**config.mk**
```make
export PLATFORM = sky130hd
export DESIGN_NAME = ahb3_arbiter
export DESIGN_NICKNAME = d
export VERILOG_FILES = /design/src/rtl/ahb3_arbiter.sv
export SDC_FILE = /design/constraint.sdc
export NUM_CORES = 1
export LEC_CHECK = 0
export ABC_CLOCK_PERIOD_IN_PS = 2400
export CAP_MARGIN = 20
export CORE_AREA = 3 3 163 165
export CTS_CLUSTER_SIZE = 25
export DETAILED_ROUTE_END_ITERATION = 8
export DIE_AREA = 0 0 166 168
export PLACE_DENSITY = 0.56
export SETUP_SLACK_MARGIN = 0.15
export SYNTH_ARGS = -nofsm -noshare
export SYNTH_HDL_FRONTEND = slang
export SYNTH_SLANG_ARGS = --single-unit
```
**constraint.sdc**
```tcl
create_clock -name hclk -period 2.4 [get_ports hclk]
set_input_delay 0.36 -clock hclk [delete_from_list [all_inputs] [get_ports hclk]]
set_output_delay 0.36 -clock hclk [all_outputs]
set_load 0.005 [all_outputs]
```
**src/rtl/ahb3_arbiter.sv**
```systemverilog
// Round-robin arbiter that sequences SETUP/ENABLE transfers onto a shared AHB3-Lite slave.
// Optional AHB3_ARB_LOCK_EN: lets a requester keep the grant across back-to-back transfers.
module ahb3_arbiter #(
    parameter int unsigned NREQ  = 4,
    parameter int unsigned DEPTH = 256,
    localparam int unsigned IdW  = $clog2(NREQ)
) (
    input  logic              hclk,
    input  logic              rst_n,
    input  logic [NREQ-1:0]   req,
    input  logic [NREQ-1:0]   we,
    input  logic [NREQ*32-1:0] addr,
    input  logic [NREQ*32-1:0] wdata,
`ifdef AHB3_ARB_LOCK_EN
    input  logic [NREQ-1:0]   lock,
`endif
    output logic [NREQ-1:0]   ack,
    output logic [31:0]       rdata,
    output logic              err,
    output logic [IdW-1:0]    gnt_id,
    output logic              hsel,
    output logic              hwrite,
    output logic              hready,
    output logic              hmastlock,
    output logic [31:0]       haddr,
    output logic [31:0]       hwdata,
    output logic [1:0]        htrans,
    output logic [2:0]        hsize,
    output logic [2:0]        hburst,
    output logic [3:0]        hprot,
    input  logic [31:0]       hrdata,
    input  logic              hresp
);

    typedef enum logic [1:0] {StIdle, StSetup, StEnable, StDone} state_e;

    state_e          state_q;
    logic [IdW-1:0]  last_q;
    logic            we_q;
    logic            err_q;
    logic [31:0]     wdata_q;
    logic [IdW-1:0]  win;
    logic            win_lock;
    logic [31:0]     addr_arr  [NREQ];
    logic [31:0]     wdata_arr [NREQ];
`ifdef AHB3_ARB_LOCK_EN
    logic            lock_q;
`endif

    for (genvar g = 0; g < NREQ; g++) begin : g_unpack
        assign addr_arr[g]  = addr[32*g +: 32];
        assign wdata_arr[g] = wdata[32*g +: 32];
    end

    assign hsize  = 3'b010;
    assign hburst = 3'b000;
    assign hprot  = 4'b0011;

    // Read data and slave error are only meaningful while acknowledging.
    assign rdata = (state_q == StDone && !we_q && !err_q) ? hrdata : 32'h0;
    assign err   = err_q | ((state_q == StDone) & hresp);

    // Descending scan so the closest requester after last_q is the one left in win.
    always_comb begin
        logic [IdW-1:0] cand;
        win      = '0;
        win_lock = 1'b0;
        cand     = '0;
        for (int k = int'(NREQ); k >= 1; k--) begin
            cand = IdW'((int'(last_q) + k) % int'(NREQ));
            if (req[cand]) win = cand;
        end
`ifdef AHB3_ARB_LOCK_EN
        if (lock_q && req[gnt_id]) win = gnt_id;
        win_lock = lock[win];
`endif
    end

    always_ff @(posedge hclk) begin
        if (!rst_n) begin
            state_q   <= StIdle;
            last_q    <= IdW'(NREQ - 1);
            gnt_id    <= '0;
            we_q      <= 1'b0;
            err_q     <= 1'b0;
            wdata_q   <= '0;
            ack       <= '0;
            hsel      <= 1'b0;
            hready    <= 1'b0;
            hwrite    <= 1'b0;
            hmastlock <= 1'b0;
            htrans    <= 2'b00;
            haddr     <= '0;
            hwdata    <= '0;
`ifdef AHB3_ARB_LOCK_EN
            lock_q    <= 1'b0;
`endif
        end else begin
            unique case (state_q)
                StIdle: begin
`ifdef AHB3_ARB_LOCK_EN
                    lock_q <= 1'b0;
`endif
                    if (|req) begin
                        gnt_id  <= win;
                        last_q  <= win;
                        we_q    <= we[win];
                        wdata_q <= wdata_arr[win];
                        if (addr_arr[win] >= DEPTH) begin
                            err_q   <= 1'b1;
                            ack     <= {{(NREQ-1){1'b0}}, 1'b1} << win;
                            state_q <= StDone;
                        end else begin
                            hsel      <= 1'b1;
                            htrans    <= 2'b10;
                            hwrite    <= we[win];
                            haddr     <= addr_arr[win];
                            hmastlock <= win_lock;
                            state_q   <= StSetup;
                        end
                    end
                end
                StSetup: begin
                    hready  <= 1'b1;
                    htrans  <= 2'b00;
                    hwdata  <= wdata_q;
                    state_q <= StEnable;
                end
                StEnable: begin
                    hsel      <= 1'b0;
                    hready    <= 1'b0;
                    hwrite    <= 1'b0;
                    hmastlock <= 1'b0;
                    haddr     <= '0;
                    hwdata    <= '0;
                    ack       <= {{(NREQ-1){1'b0}}, 1'b1} << gnt_id;
                    state_q   <= StDone;
                end
                StDone: begin
                    ack     <= '0;
                    err_q   <= 1'b0;
                    we_q    <= 1'b0;
`ifdef AHB3_ARB_LOCK_EN
                    lock_q  <= lock[gnt_id];
`endif
                    state_q <= StIdle;
                end
                default: state_q <= StIdle;
            endcase
        end
    end

endmodule

```
==> results.toml <==
[status]
status = "finished with violations"
violations = "setup timing"

[layout]
synthToLayoutAreaGrowth_pct = 88.3
fin_cells = 1588
utilization = 0.447
nets = 1556
drive_gt1_frac = 0.112
fin_area_um2 = 11300

[power]
power_density_nw_per_um2 = 645
ir_worst_vdd_mv = 0.389
leakage_nw = 4.54

[clock_network]
htreeDepth = 3
cts_root_buffer = "clkbuf_16"
cts_tree = "built"
path_clk_slew_ns = 0.08
cts_made_buffers = 9
clkSinkCount = 112
clkLatencyLatePin_ns = 0.36
clockBufferDepth = 2

[logic_synthesis]
synthFlopType = "dfxtp_1"
synth_warnings = 0
synth-seq-area-share = 0.375
ys_ff_latch = 112
synth_top_cell_by_area = "dfxtp_1"
yosysTopAreaCellShare = 0.375
synth_area_um2 = 5980
ys_types = 46
synth_cells = 837
synth_enable_flop_cells = 0
ys_top_cells_by_area = "dfxtp_1, nand2_1, nand3_1, and2_1, a21oi_1"
avgSynthCellArea_um2 = 7.14
synthArstFlopShare = 0

[worst_setup_path]
crit_path_end_kind = "flop"
worstSetupPathType = "primary input to flop"
cp-start-kind = "primary input"
critPathMaxFanout = 5
arrival_ns = 2.72
cp_data_required_time_ns = 2.65

[timing]
period_minus_slack_ns = 2.47
finalSetupTns_ns = -0.701
worst_slack_ns = -0.0681
finalSetupViolations = 27
fmax_mhz = 405
rsz0062_at_grt = "true"
timing.max_slew.rel_slack = 0.602
hold_violations = 0
skew_ns = 0.0108
finalCritPeriodShare = 1.03
worst_slew_pin_slew_ns = 0.597
maxSlewViolCount = 0

[worst_hold_path]
hp-class = "flop to flop"

[routing]
drt_iter0_drc = 298
ant_nets = 0
routedWlPerCell_um = 17.4
num_vias = 7329
drc = 0
vias_per_cell = 4.62
dr.pass1.iters = 4
wl_um = 27700

[placement]
dpl.hpwl_um = 21500
place_area_um2 = 10600
port_buffers = 405
gp_congestion = 0.925
post-place-cells = 1555

[global_route]
groute.usage.overall = 0.187
antenna_found_initial = 1
grt_max_degree = 70
overflow = 0
grt_pass1_wl_um = 41400
grt_pass1_vias = 7090

[flow_run]
cap_violations = 0

[floorplan]
boundaryPins = 418
core_area_um2 = 25200
fp.dieH_um = 168
die-area_um2 = 27900
fp.dieW_um = 166
start_util = 0.237
placementRows = 58
==> cells in the final DEF (no fill, tap or decap), types with 12 or more instances in the layout <==
cell,count
clkdlybuf4s50_1,362
nand3_1,137
nor2_1,14
dfxtp_1,108
dlygate4sd2_1,40
buf_4,44
and2_1,33
nand2b_1,35
nor4_1,16
conb_1,12
nand2_1,207
and2_4,25
a21oi_1,70
==> Yosys cell counts (2+ instances only) <==
cell type	count
nor2_1	16
and2_1	58
inv_1	4
buf_1	6
buf_4	12
a22o_1	9
conb_1	2
nand2_1	207
a311o_1	3
dfxtp_1	112
nand4_1	7
nand3_1	140
clkbuf_1	51
a21oi_1	72
or4_1	5
a21o_1	3
buf_2	3
nor2b_1	2
o21ai_1	2
a31oi_1	11
nand3b_1	2
nor3_1	4
mux2i_1	8
buf_6	4
and3_1	12
nand2b_1	36
ha_1	5
o211ai_1	3
nor4_1	16
o21ai_0	6
==> worst paths after layout <==
check / start / end / slack (ns) / cells after the start
hold reg to reg: wdata_q[30]$_SDFFE_PN0P_ / wdata_q[30]$_SDFFE_PN0P_ / 0.46 / 2
setup reg to reg: last_q[1]$_SDFFE_PN1P_ / haddr[3]$_SDFFE_PN0P_ / -0.07 / 11
hold / removal: wdata_q[30]$_SDFFE_PN0P_ / wdata_q[30]$_SDFFE_PN0P_ / 0.46 / 2
setup / recovery: req[1] / haddr[3]$_SDFFE_PN0P_ / -0.07 / 13
==> per-stage QoR <==
step	setup slack [ns]	hold slack (ns)	power (mW)
after floorplan	0.148	0.437	4.12
after global placement	-0.483	0.442	5.64
after detailed placement	-0.572	0.443	5.65
after CTS	-0.0240	0.459	7.26
after global routing	-0.183	0.474	7.78
final	-0.0681	0.457	7.26
==> sequential cells by signal, indices dropped and copies added, names as in the netlist <==
register,cells
ack,4
err_q,1
gnt_id,2
haddr,32
hready,1
hsel,1
htrans,1
hwdata,32
hwrite,1
last_q,2
state_q,2
wdata_q,32
we_q,1
==> power breakdown <==
| group | leakage, nW | switching (mW) | internal, mW |
|---|---|---|---|
| sequential | 0.913 | 0.175 | 2.15 |
| clock | 0.137 | 0.720 | 0.725 |
| combinational | 3.49 | 1.80 | 1.68 |
| total | 4.54 | 2.69 | 4.56 |
==> per-layer routing <==
metal  up-vias  wire [um]  global-route usage
met5         -          0                   0
met4         0        663              0.0561
met3        35       2010              0.0549
met2       284      13600               0.331
met1      3348      11300               0.220
li1       3662          -                   -
==> worst max-delay path: stages <==
cell and delay, ns:
clkdlybuf4s15_2 0.22, buf_4 0.15, nor3b_4 0.15, a311o_2 0.42, buf_4 0.16, buf_4 0.13, a21oi_2 0.11, a21o_1 0.12
and4_4 0.25, a31oi_4 0.15, buf_6 0.18, buf_16 0.12, a22o_1 0.20
==> what timing repair did <==
item | in CTS | in global routing
resized for setup | 89 | 34
hold buffers | 0 | 0
setup buffers | 7 | 3
cloned | 5 | 1
pin swaps | 22 | 33
endpoints found under the setup margin | 78 | 44
==> cells by family after synthesis <==
family,after synthesis,synth area share
fa+ha+maj,5,0.0105
flops,112,0.375
buf+inv,82,0.0647
other cells,2,0.00126
mux,9,0.0153
compound gates,117,0.119
simple gates,510,0.414
==> area by class of cell <==
cell class / instances / area [um^2]
Clock inverter: 5 / 46.3
Sequential cell: 112 / 2250
Timing Repair Buffer: 469 / 4680
Antenna cell: 1 / 2.50
Clock buffer: 11 / 233
Tap cell: 330 / 413
Fill cell: 2544 / 13900
Inverter: 6 / 22.5
Multi-Input combinational cell: 654 / 3610
(Power assumes the default switching activity.)
